File: config.mk
export PLATFORM = sky130hd
export DESIGN_NAME = sca_writeback
export DESIGN_NICKNAME = d
export VERILOG_FILES = /design/src/rtl/sca_writeback.sv
export SDC_FILE = /design/constraint.sdc
export NUM_CORES = 1
export LEC_CHECK = 0
export BUFFER_PORTS_ARGS = -buffer_cell sky130_fd_sc_hd__buf_2
export CAP_MARGIN = 10
export CORE_UTILIZATION = 35
export DETAILED_ROUTE_END_ITERATION = 6
export PLACE_DENSITY = 0.62
export SKIP_CTS_REPAIR_TIMING = 1
export SYNTH_ARGS = -nofsm -noshare
export SYNTH_HDL_FRONTEND = slang
export SYNTH_SLANG_ARGS = --single-unit
File: constraint.sdc
create_clock -name clk -period 4.1 [get_ports clk]
set_clock_uncertainty 0.05 [all_clocks]
set_input_delay 0.615 -clock clk [delete_from_list [all_inputs] [get_ports clk]]
set_output_delay 0.615 -clock clk [all_outputs]
set_load 0.02 [all_outputs]
File: src/rtl/sca_writeback.sv
// Scalar write-back queue: merges ALU and load results into one ordered register-bank
// write per cycle and reports to decode whether a register still has a write queued.
module sca_writeback #(
   parameter int DEPTH = 4,
   parameter int DW    = 8,
   parameter int AW    = 3
) (
   input  logic                     clk,
   input  logic                     rst,
   input  logic                     alu_valid,
   input  logic [AW-1:0]            alu_dir,
   input  logic [DW-1:0]            alu_data,
   input  logic                     mem_valid,
   input  logic [AW-1:0]            mem_dir,
   input  logic [DW-1:0]            mem_data,
   output logic                     stall,
   input  logic [AW-1:0]            chk_dir,
   output logic                     chk_pending,
   output logic                     reg_wr,
   output logic [AW-1:0]            dir_wrs,
   output logic [DW-1:0]            data_wr,
   output logic [$clog2(DEPTH):0]   count,
   output logic                     ovf
);
   localparam int PW = $clog2(DEPTH);
   localparam int CW = PW + 1;

   logic [AW-1:0] dir_mem_r  [DEPTH];
   logic [DW-1:0] data_mem_r [DEPTH];
   logic [PW-1:0] rd_ptr_r;
   logic [PW-1:0] wr_ptr_r;
   logic [CW-1:0] count_r;
   logic          reg_wr_r;
   logic [AW-1:0] dir_wrs_r;
   logic [DW-1:0] data_wr_r;
   logic          ovf_r;

   logic          pop_s;
   logic [CW:0]   free_s;
   logic          mem_acc_s;
   logic          alu_acc_s;
   logic          drop_s;
   logic [PW-1:0] alu_slot_s;
   logic [CW-1:0] count_next_s;
   logic          pending_s;

   // Admission: free slots include the one released by this edge's pop; mem is served before ALU.
   always_comb begin
      pop_s  = (count_r != {CW{1'b0}});
      free_s = (CW+1)'(DEPTH) - {1'b0, count_r} + {{CW{1'b0}}, pop_s};
      if (mem_valid && (free_s != {(CW+1){1'b0}})) begin
         mem_acc_s = 1'b1;
      end else begin
         mem_acc_s = 1'b0;
      end
      if (alu_valid && (free_s > {{CW{1'b0}}, mem_acc_s})) begin
         alu_acc_s = 1'b1;
      end else begin
         alu_acc_s = 1'b0;
      end
      drop_s       = (mem_valid & ~mem_acc_s) | (alu_valid & ~alu_acc_s);
      alu_slot_s   = wr_ptr_r + PW'(mem_acc_s);
      count_next_s = count_r + CW'(mem_acc_s) + CW'(alu_acc_s) - CW'(pop_s);
   end

   // Entry storage; contents past the occupancy are never observed, so no reset is needed.
   always_ff @(posedge clk) begin
      if (mem_acc_s) begin
         dir_mem_r[wr_ptr_r]  <= mem_dir;
         data_mem_r[wr_ptr_r] <= mem_data;
      end
      if (alu_acc_s) begin
         dir_mem_r[alu_slot_s]  <= alu_dir;
         data_mem_r[alu_slot_s] <= alu_data;
      end
   end

   // Pointers, occupancy, registered bank write port and sticky overflow.
   always_ff @(posedge clk or posedge rst) begin
      if (rst) begin
         rd_ptr_r  <= {PW{1'b0}};
         wr_ptr_r  <= {PW{1'b0}};
         count_r   <= {CW{1'b0}};
         reg_wr_r  <= 1'b0;
         dir_wrs_r <= {AW{1'b0}};
         data_wr_r <= {DW{1'b0}};
         ovf_r     <= 1'b0;
      end else begin
         rd_ptr_r <= rd_ptr_r + PW'(pop_s);
         wr_ptr_r <= wr_ptr_r + PW'(mem_acc_s) + PW'(alu_acc_s);
         count_r  <= count_next_s;
         if (pop_s) begin
            reg_wr_r  <= 1'b1;
            dir_wrs_r <= dir_mem_r[rd_ptr_r];
            data_wr_r <= data_mem_r[rd_ptr_r];
         end else begin
            reg_wr_r  <= 1'b0;
         end
         if (drop_s) begin
            ovf_r <= 1'b1;
         end
      end
   end

   // Pending lookup over occupied entries only; the issued entry has already left the queue.
   always_comb begin
      pending_s = 1'b0;
      for (int i = 0; i < DEPTH; i++) begin
         if ((CW'(i) < count_r) && (dir_mem_r[rd_ptr_r + PW'(i)] == chk_dir)) begin
            pending_s = 1'b1;
         end else begin
            pending_s = pending_s;
         end
      end
   end

   assign stall       = (count_r > CW'(DEPTH - 2));
   assign chk_pending = pending_s;
   assign count       = count_r;
   assign reg_wr      = reg_wr_r;
   assign dir_wrs     = dir_wrs_r;
   assign data_wr     = data_wr_r;
   assign ovf         = ovf_r;

endmodule

# Yosys cells after proc, flatten, opt, wreduce, memory -nomap -nowiden
# Memories as Yosys holds them, arrays and structs flattened. A register that Yosys moved wholly into a read port is not among the register bits.
# Index checks and enable logic that the tools add are counted.
dict set report op_classes {
  n_addsub 11
  magnitude_cmp 6
  n_eq_ne 4
  muxes 11
  bitwise 5
  n_reduce_logical 8
}
# operator count
set op_table {}
lappend op_table {{3-bit == test} 4}
lappend op_table {{1-bit 2-to-1 mux} 11}
lappend op_table {{2-bit by 1-bit adder with 2-bit output} 3}
lappend op_table {{3-bit by 1-bit adder with 3-bit output} 2}
lappend op_table {{1-bit logical AND} 6}
lappend op_table {{1-bit by 3-bit less-than comparator with 1-bit output (first input constant)} 2}
lappend op_table {{2-bit by 3-bit less-than comparator with 1-bit output (first input constant)} 2}
lappend op_table {{2-bit adder (second input constant)} 2}
lappend op_table {{4-bit by 1-bit adder with 4-bit output} 1}
lappend op_table {{4-bit by 1-bit greater-than comparator with 1-bit output} 1}
lappend op_table {{4-bit nonzero test} 1}
lappend op_table {{3-bit by 3-bit subtractor with 4-bit output (first input constant)} 1}
lappend op_table {{3-bit by 2-bit greater-than comparator with 1-bit output (second input constant)} 1}
lappend op_table {{3-bit nonzero test} 1}
lappend op_table {{3-bit by 1-bit subtractor with 3-bit output} 1}
lappend op_table {{2-bit by 1-bit adder with 2-bit output (second input constant)} 1}
lappend op_table {{1-bit AND} 2}
lappend op_table {{1-bit NOT} 2}
lappend op_table {{1-bit bitwise OR} 1}
dict set report word_totals {
  reg_bits 12
  ram_bits 44
  input_bits 29
  out_inout_bits 18
  word_cells 53
  mem_count 2
}
# name words word_bits read_ports rd_ports_with_merged_regs write_ports line
set mem_list {}
lappend mem_list {data_mem_r 4 8 1 1 2 29} ;# logic [DW-1:0] data_mem_r [DEPTH];
lappend mem_list {dir_mem_r 4 3 4 0 2 28} ;# logic [AW-1:0] dir_mem_r [DEPTH];

# Logic depth before layout (Yosys ltp)
dict set report logic_depth {
  word_depth 11
  mapped_depth 14
  ltp_nobuf 14
}

# Least setup slack after synthesis
# OpenSTA, ideal clock, no wires.
dict set report synth_timing {
  kind {reg-to-reg}
  startpoint {register count_r[1] (netlist: count[1])}
  endpoint {memory data_mem_r[2][0], enable pin}
  setup_ns 0.397
  arrival_ns 2.934
  setup_slack_ns 0.719
  path_stages_with_launch 12
  path_buffers 1
  synth_period_minus_slack_ns 3.381
  path_cell_list {dfrtp_1 > inv_1 > ha_1 > and3_4 > o211ai_1 > nand2_1 > inv_1 > ha_1 > o221a_4 > or4_4 > buf_6 > o31ai_1}
}
# element line
set synth_rtl {}
lappend synth_rtl {{start: declaration} 32} ;# logic [CW-1:0] count_r;
lappend synth_rtl {{start signal: assignment} 83} ;# count_r <= {CW{1'b0}};
lappend synth_rtl {{start signal: assignment} 91} ;# count_r <= count_next_s;
lappend synth_rtl {{end: declaration} 29}

==> impl_metrics.csv <==
group,metric,value,unit
cts,clock_path_buffers,2,
synth,synth_fa_ha_area_share,3.951,%
power_and_ir_drop,power,3.567,mW
synth,synth_commonest_cells,"edfxtp_1, nand2_1, mux2_2, dfrtp_1, mux4_2",
synth,yosysMostFrequentCell,"edfxtp_1",
route,routed_wl,7062,µm
job,drv_cap,0,
synth,ys_types,30,
sta,hold_viol,0,
finish,final_nets,336,
place,io_buffers,46,
min_path,hold_class,"in -> async",
cts,cts_sinks,64,
sta,relSlewSlack,37.36,%
setup_path,crit_chain,"inv_1, ha_1, and3_4, o211ai_1, nand2_1, inv_1, ha_1, o221a_4, or4_4, o31ai_1, buf_4",
grt,grt_pass1_vias,2151,
die,start_util,36.12,%
cts,ctsRootBufferMaster,"clkbuf_8",
grt,grt_max_degree,22,
synth,postSynthAreaPerCell,14.42,µm²
synth,synth.top_cell.area_share,37.25,%
synth,synthSimpleGateAreaFrac,6.420,%
cts,clk_latency,0.34,ns
synth,async_flop_share,31.25,%
grt,grt_usage,15.05,%
route,vias,2104,
setup_path,cp.required,4.09,ns
synth,synthXorXnorAreaFrac,4.198,%
sta,rsz0062_at_grt,"false",
power_and_ir_drop,p_per_area,858.3,mW/mm²
synth,synth_top_family_by_area,"multiplexers",
route,antenna_left,0,
place,post-dp-hpwl,4998,µm
synth,synth_area,0.003547,mm²
die,core_region_area,0.009819,mm²
cts,h-tree-depth,3,
die,die_x,102.7,µm
die,die_y,102.7,µm
synth,yosysTopAreaCell,"edfxtp_1",
sta,fmax,0.2960,GHz
sta,period_needed,3.378,ns
synth,yosys_warnings,0,
place,gp_congestion,0.8190,
setup_path,cp.arrival,3.36,ns
cts,cts.clk_slew.worst_paths,0.08,ns
finish,syn_to_final_growth,17.18,%
die,core.rowCount,36,
route,wl_per_cell,16.23,µm
setup_path,endpoint_kind,"flip-flop",
setup_path,max_stage_delay,0.63,ns
route,vias_per_cell,4.837,
sta,finalCritPeriodShare,82.39,%
outcome,status,"finished, final reports clean",
setup_path,crit_fanout,12,
finish,antenna_cells,0,
synth,synth_top_cells_by_area,"edfxtp_1, dfrtp_1, mux4_2",
synth,synth_top_flop_cell,"edfxtp_1",
setup_path,path_class,"reg -> reg",
grt,gr-total-overflow,0,
synth,muxShareOfSynthArea,27.62,%
setup_path,startpoint_type,"flip-flop",
setup_path,worst-path-buf-inv,3,
die,die_area,0.01054,mm²
synth,synth_compound_area_share,2.822,%
die,pin_count,47,
synth,synth_nets,285,
route,drtIter0Drc,53,
grt,grt_pass1_wl,11430,µm
finish,drive_above_1_share,46.03,%
synth,synth_seq_area_share,51.36,%
route,drtPass1Iterations,4,
synth,syn_inst,246,
route,drc,0,
cts,cts_buffers,9,
sta,slew_viol_final,0,
cts,cts_tree,"yes",
sta,tightestPinTransition,0.9396,ns
sta,fin_setup_tns,0,ns
grt,antenna_found_initial,0,
synth,ys_ff_latch,64,
sta,finalSetupViolCount,0,
setup_path,critical_path.slowest_cell,"or4_4",
setup_path,path_delay_family,"simple AND/OR/NAND/NOR gates",
power_and_ir_drop,p_leak,1.652,nW
power_and_ir_drop,peakVddDrop,0.2112,mV
synth,synth_edf_count,44,
sequential cells by signal, summed over array words and instances (netlist names):
name	count
ovf	1
reg_wr	1
data_wr	8
dir_wrs	3
dir_mem_r	12
data_mem_r	32
count	3
rd_ptr_r	2
wr_ptr_r	2
layer usage:
metal	part of all wire (%)	up-vias	track usage (%)
met5	0	-	0
met3	2.7	13	2.441
met2	50	43	25.13
met1	45	1028	19.26
met4	2.1	0	6.813
li1	-	1020	-
metrics by stage:
stage | worst slack [ns] | hold slack (ns) | cell area (µm²) | cells | utilization, %
final | 0.7220 | 0.4005 | 4156 | 435 | 42.33
after global routing | 0.3915 | 0.4397 | 4156 | 435 | 42.33
after CTS | 0.6846 | 0.4188 | 4156 | 435 | 42.33
after detailed placement | 0.7177 | 0.4019 | 3936 | 419 | 40.09
after global placement | 0.8295 | 0.3962 | 3936 | 419 | 40.09
after floorplan | 0.7188 | 0.5227 | 3547 | 246 | -
worst reg2reg max path: stages, from the launching register on:
cell and delay [ns]:
dfrtp_1 0.43, inv_1 0.14, ha_1 0.24, and3_4 0.18
o211ai_1 0.21, nand2_1 0.14, inv_1 0.14, ha_1 0.27
o221a_4 0.30, or4_4 0.63, o31ai_1 0.12, buf_4 0.24
layout by cell type (no fill, tap or decap), types with 2 or more instances in the layout:
cell type,instances
buf_2,46
mux2_2,35
clkbuf_8,9
clkinv_4,2
o31ai_1,2
mux2_4,9
bufinv_16,2
a31o_2,2
xnor2_1,17
nand4_1,4
nor2_1,2
o21ai_0,2
dfrtp_1,20
fa_1,2
clkinvlp_4,2
ha_1,8
buf_4,7
mux4_2,20
edfxtp_1,44
inv_1,16
nand2_1,37
power breakdown:
part,internal (mW),total (mW),leakage (nW),switching [mW]
clock,0.342,0.601,0.103,0.259
combinational,0.833,1.67,0.909,0.841
sequential,1.07,1.29,0.640,0.217
total,2.25,3.57,1.65,1.32
cell type report:
| class | count | area (µm²) |
|---|---|---|
| clock inverters | 7 | 96.34 |
| inverters | 16 | 60.06 |
| multi-input cells | 153 | 1605 |
| flip-flops and latches | 64 | 1822 |
| well taps | 133 | 166.4 |
| fillers | 950 | 5663 |
| repair buffers | 53 | 282.8 |
| clock buffers | 9 | 123.9 |
kinds of logic (layout without fill, tap and decap cells):
logic type / Yosys count / in the layout
AOI/OAI and AO/OA: 12 / 12
DFF: 64 / 64
xor gates and xnor gates: 17 / 17
muxes: 64 / 64
buffers and inverters: 29 / 85
other: 1 / 1
and+or+nand+nor: 49 / 49
adders and majority gates: 10 / 10
path summary, 6_finish.rpt:
| path | start | to | slack [ns] | cells after the start |
|---|---|---|---|---|
| worst max-delay path | count[1] | dir_mem_r[2][0] | 0.72 | 11 |
| worst min-delay path | rst | data_wr[4] | 0.40 | 2 |
| worst max register to register | count[1] | dir_mem_r[2][0] | 0.72 | 11 |
| worst min register to register | dir_wrs[1] | dir_wrs[1] | 0.41 | 2 |
| max in group asynchronous | rst | wr_ptr_r[0] | 3.05 | 2 |
| min in group clk | dir_wrs[1] | dir_wrs[1] | 0.41 | 2 |
No activity file was read; power rests on OpenSTA's default activity.
